File: src/rtl/decoder_n_scan_if.sv
// Control and decoded-output bundle for decoder_n_scan.
// The master side drives enable, mode, select and dwell. The slave side returns the registered decode.
interface decoder_n_scan_if #(
  parameter int N       = 2,
  parameter int DWELL_W = 8
);
  logic                 en_n;
  logic                 mode;
  logic [N-1:0]         sel;
  logic [DWELL_W-1:0]   dwell;
  logic [(1<<N)-1:0]    y;
  logic [N-1:0]         addr;
  logic                 step;
  logic                 wrap;

  modport master (output en_n, mode, sel, dwell, input  y, addr, step, wrap);
  modport slave  (input  en_n, mode, sel, dwell, output y, addr, step, wrap);
endinterface

File: src/rtl/decoder_n_scan.sv
// N-to-2^N decoder with registered outputs.
// It either decodes sel directly or auto-scans a one-hot line, holding each index for dwell+1 enabled cycles.
module decoder_n_scan #(
  parameter int N          = 2,
  parameter bit ACTIVE_LOW = 1'b1,
  parameter int DWELL_W    = 8
) (
  input  logic               clk,
  input  logic               rst,
  decoder_n_scan_if.slave    bus
);
  localparam int LINES = 1 << N;
  localparam logic [LINES-1:0] IDLE = ACTIVE_LOW ? {LINES{1'b1}} : {LINES{1'b0}};

  logic [N-1:0]       addr_q, addr_d;
  logic [DWELL_W-1:0] cnt_q, cnt_d;
  logic [LINES-1:0]   y_q, y_d;
  logic               step_q, step_d;
  logic               wrap_q, wrap_d;

  // Shared one-hot decoder: the next-state logic picks the index, and each line compares against it.
  logic [N-1:0]       dec_idx;
  logic               dec_en;
  logic [LINES-1:0]   line_on;

  for (genvar i = 0; i < LINES; i++) begin : g_line
    assign line_on[i] = (dec_idx == N'(i));
  end

  always_comb begin
    addr_d  = addr_q;
    cnt_d   = cnt_q;
    step_d  = 1'b0;
    wrap_d  = 1'b0;
    dec_idx = addr_q;
    dec_en  = 1'b0;
    if (!bus.en_n) begin
      dec_en = 1'b1;
      if (!bus.mode) begin
        addr_d  = bus.sel;
        cnt_d   = '0;
        dec_idx = bus.sel;
      end else if (cnt_q >= bus.dwell) begin
        // Dwell is compared live, so lowering it below cnt_q advances immediately.
        addr_d  = addr_q + 1'b1;
        cnt_d   = '0;
        dec_idx = addr_q + 1'b1;
        step_d  = 1'b1;
        wrap_d  = (addr_q == {N{1'b1}});
      end else begin
        cnt_d   = cnt_q + 1'b1;
      end
    end
    y_d = dec_en ? (line_on ^ IDLE) : IDLE;
  end

  always_ff @(posedge clk) begin
    if (rst) begin
      addr_q <= '0;
      cnt_q  <= '0;
      y_q    <= IDLE;
      step_q <= 1'b0;
      wrap_q <= 1'b0;
    end else begin
      addr_q <= addr_d;
      cnt_q  <= cnt_d;
      y_q    <= y_d;
      step_q <= step_d;
      wrap_q <= wrap_d;
    end
  end

  assign bus.y    = y_q;
  assign bus.addr = addr_q;
  assign bus.step = step_q;
  assign bus.wrap = wrap_q;
endmodule
File: src/flat_wrapper.sv
// flat-port wrapper written by rule: the top's interface ports become plain ports
module decoder_n_scan_flat 
#(
  parameter int N          = 2,
  parameter bit ACTIVE_LOW = 1'b1,
  parameter int DWELL_W    = 8
)
  (clk, rst, bus_en_n, bus_mode, bus_sel, bus_dwell, bus_y, bus_addr, bus_step, bus_wrap);
  decoder_n_scan_if #(.N(N), .DWELL_W(DWELL_W)) bus_i ();
  input  logic clk;
  input  logic rst;
  input wire logic [$bits(bus_i.en_n)-1:0] bus_en_n;
  input wire logic [$bits(bus_i.mode)-1:0] bus_mode;
  input wire logic [$bits(bus_i.sel)-1:0] bus_sel;
  input wire logic [$bits(bus_i.dwell)-1:0] bus_dwell;
  output wire logic [$bits(bus_i.y)-1:0] bus_y;
  output wire logic [$bits(bus_i.addr)-1:0] bus_addr;
  output wire logic [$bits(bus_i.step)-1:0] bus_step;
  output wire logic [$bits(bus_i.wrap)-1:0] bus_wrap;
  assign bus_i.en_n = bus_en_n;
  assign bus_i.mode = bus_mode;
  assign bus_i.sel = bus_sel;
  assign bus_i.dwell = bus_dwell;
  assign bus_y = bus_i.y;
  assign bus_addr = bus_i.addr;
  assign bus_step = bus_i.step;
  assign bus_wrap = bus_i.wrap;
  decoder_n_scan #(.N(N), .ACTIVE_LOW(ACTIVE_LOW), .DWELL_W(DWELL_W)) u_core (.clk(clk), .rst(rst), .bus(bus_i));
endmodule
File: config.mk
export PLATFORM = sky130hd
export DESIGN_NAME = decoder_n_scan_flat
export DESIGN_NICKNAME = d
export VERILOG_FILES = /design/src/rtl/decoder_n_scan_if.sv /design/src/rtl/decoder_n_scan.sv /design/src/flat_wrapper.sv
export SDC_FILE = /design/constraint.sdc
export NUM_CORES = 1
export LEC_CHECK = 0
export ABC_AREA = 1
export BUFFER_PORTS_ARGS = -buffer_cell sky130_fd_sc_hd__buf_2
export CAP_MARGIN = 15
export CORE_MARGIN = 2
export CORE_UTILIZATION = 53
export DETAILED_ROUTE_END_ITERATION = 12
export GPL_ROUTABILITY_DRIVEN = 0
export PLACE_DENSITY = 0.83
export SYNTH_ARGS = -nofsm -noshare
export SYNTH_HDL_FRONTEND = slang
export SYNTH_SLANG_ARGS = --single-unit
File: constraint.sdc
create_clock -name clk -period 1.93 [get_ports clk]
set_input_delay 0 -clock clk [delete_from_list [all_inputs] [get_ports clk]]
set_output_delay 0 -clock clk [all_outputs]
set_load 0.05 [all_outputs]
==> flow_summary_export.csv <==
group,metric,value,unit
floorplanning,die_w,48.2,um
layout,syn_to_final_growth,17.7,%
floorplanning,die_area,2320,um2
route,routed_via_density,4.95,
layout,seq_area,320,um2
timing,skew,0.000675,ns
timing,fin_crit_sh,86.0,%
timing,drv_slew,0,
pwr,power,693,uW
yosys,synthArstFlopShare,0,%
place,hpwl,1610,um
timing,min_period,1.66,ns
layout,finalInstanceArea,1220,um2
floorplanning,dieHeight,48.2,um
clock_tree,htree_levels,1,
grt,grt_pass1_wl,3100,um
pwr,p_comb_share,17.4,%
pwr,powerDensity,569,nW/um2
timing,tightestPinTransition,0.285,ns
grt,antenna_found_initial,0,
route,ant_nets,0,
clock_tree,cts.sinks,16,
timing,relSlewSlack,80.9,%
clock_tree,cts-root-buf,"clkbuf_4",
critical_path,r2r_setup_slack,0.27,ns
clock_tree,cts_setup_buffers,0,
place,placedInstanceArea,1170,um2
pwr,p_sw_share,28.6,%
outcome,status,"complete, no violations",
flow_run,maxCapViolCount,0,
critical_path,max_stage_delay,0.35,ns
grt,grt_pass1_vias,815,
layout,final_nets,186,
critical_path,path_max_fanout,5,
yosys,ys_ff_latch,16,
critical_path,cp.arrival,1.85,ns
pwr,clkPwrFrac,32.9,%
route,wl,1940,um
critical_path,cpMaxStageDelayCell,"dfxtp_1",
timing,setup_tns,0,ns
yosys,yosysTopAreaCellShare,31.0,%
floorplanning,start_util,58.0,%
critical_path,crit_required,2.12,ns
yosys,synth_area,1030,um2
floorplanning,coreArea,1780,um2
yosys,synth_edf_count,0,
timing,rsz0062_at_grt,"false",
clock_tree,clkTransAtPathRegs,0.10,ns
layout,antennaDiodeCount,0,
clock_tree,cts_tree,"yes",
grt,grt_max_degree,10,
critical_path,path_common_cell,"nand2_1",
floorplanning,rows,15,
yosys,synth_area_leaders,"dfxtp_1 31%, ha_1 12%, nand2_1 10%, inv_1 9.4%, nor2_1 3.6%",
yosys,syn_nets,159,
layout,fill_cells,154,
clock_tree,clk_path_buf_depth,2,
place,dpl.cell_count,181,
route,num_vias,921,
pwr,power_frac_seq,49.7,%
clock_tree,cts_buffers,3,
yosys,yosys_warnings,0,
critical_path,endpoint_kind,"register",
yosys,syn_avg_cell_area,7.66,um2
yosys,seq_area_frac_synth,31.0,%
hold_path,hold_path_class,"in -> reg",
timing,hold_viol,0,
yosys,synth_ff_type,"dfxtp_1",
yosys,synthTopCellsByCount,"28 x nand2_1, 26 x inv_1, 16 x dfxtp_1, 10 x ha_1, 10 x nor2_1",
route,first_pass_iters,4,
place,numPortBuffers,21,
pwr,internal_power,495,uW
pwr,p_sw,198,uW
pwr,cellLeakagePower,0.606,nW
timing,hold-worst-slack,0.0151,ns
timing,fmax,603,MHz
pwr,ir_drop,382,uV
critical_path,start_kind,"register",
yosys,netlist.top_cell.by_area,"dfxtp_1",
critical_path,critPathKind,"reg -> reg",
timing,finalSetupViolCount,0,
critical_path,path_cells,"inv_1 > ha_1 > nand2_1 > nor2_1 > nand2_2 > nand3_4 > nand2_1 > nand3_1 > nand2_1 > nor2_2 > nand2_1",
route,drcViolationCount,0,
floorplanning,io_pins,22,
clock_tree,clk_latency,0.29,ns
grt,globalRouteTotalUtil,19.3,%
grt,grt_overflow,0,
route,first_iter_violations,13,
layout,layout.cells.non_filler,186,
yosys,syn_inst,135,
route,wl_per_cell,10.4,um
yosys,yosysUniqueCellTypes,26,
yosys,post-synth-top-count-cell,"nand2_1",
layout,multi_input_area,617,um2
layout,layout-drive-gt1-share,29.2,%
[power groups by stage]
stage / logic, mW / clock network (mW) / registers (mW)
3_5_place_dp: 0.119 / 0 / 0.351
2_1_floorplan: 0.0626 / 0 / 0.372
5_1_grt: 0.134 / 0.245 / 0.345
6_report: 0.121 / 0.228 / 0.344
4_1_cts: 0.121 / 0.231 / 0.344
3_3_place_gp: 0.116 / 0 / 0.351
[logic make-up after synthesis]
kind of cell	count (synthesis)	synth area share [%]
and+or+nand+nor	62	31.4
buffers and inverters	26	9.43
AOI/OAI and AO/OA	17	12.7
DFF	16	31.0
adders and majority gates	10	12.1
xor gates and xnor gates	4	3.39
[sequential cells by signal, summed over array words and instances (netlist names)]
register / flops
u_core.cnt_q: 8
u_core.bus.addr: 2
u_core.bus.wrap: 1
u_core.bus.y: 4
u_core.bus.step: 1
[placed cells by master, fill, tap and decap left out, types with 2 or more instances in the layout]
cell / count
dfxtp_1: 16
o22ai_2: 3
a21oi_1: 3
buf_2: 21
nor2_1: 10
o21ai_2: 2
nor2_4: 3
clkbuf_4: 3
nand3_1: 5
nand2_1: 28
nand4_1: 4
nand2_2: 5
xor2_1: 3
inv_1: 26
o21ai_0: 3
ha_1: 10
a21oi_2: 3
[metrics by stage]
step	setup WS (ns)	utilization, %
2_1_floorplan	0.473	-
3_3_place_gp	0.352	65.7
3_5_place_dp	0.303	65.7
4_1_cts	0.276	68.3
5_1_grt	0.129	68.3
6_report	0.271	68.3
[worst max-delay path, delay by kind of cell (launching register included)]
family	cells	cell delay, ns
adders and majority gates	1	0.29
and+or+nand+nor	9	0.82
buffers and inverters	1	0.10
DFF	1	0.35
[layer usage]
| layer | share of wire (%) | track usage, % | vias up |
|---|---|---|---|
| met1 | 46 | 23.9 | 405 |
| met4 | 2.0 | 11.9 | 0 |
| met3 | 5.2 | 2.22 | 4 |
| met5 | 0 | 0 | - |
| met2 | 47 | 31.8 | 31 |
| li1 | - | - | 481 |
[final timing paths]
| path | depth (start not counted) | endpoint | startpoint |
|---|---|---|---|
| setup / recovery | 11 | u_core.bus.y[1] | u_core.cnt_q[0] |
| hold / removal | 5 | u_core.bus.y[2] | bus_sel[0] |
| setup reg to reg | 11 | u_core.bus.y[1] | u_core.cnt_q[0] |
| hold reg to reg | 2 | u_core.cnt_q[6] | u_core.cnt_q[6] |
[timing repair]
item,4_1_cts,5_1_grt
hold endpoints to repair,1,0
hold buffers,1,0
gates resized for setup,0,0
[layout make-up]
type                       count  share of cell area, %
inverter                      26                   8.02
clock buffer                   4                   2.98
multi-input combinational     93                   50.7
sequential                    16                   26.3
timing repair buffer          22                   9.46
tap                           25                   2.57
No activity file was read; power rests on OpenSTA's default activity.
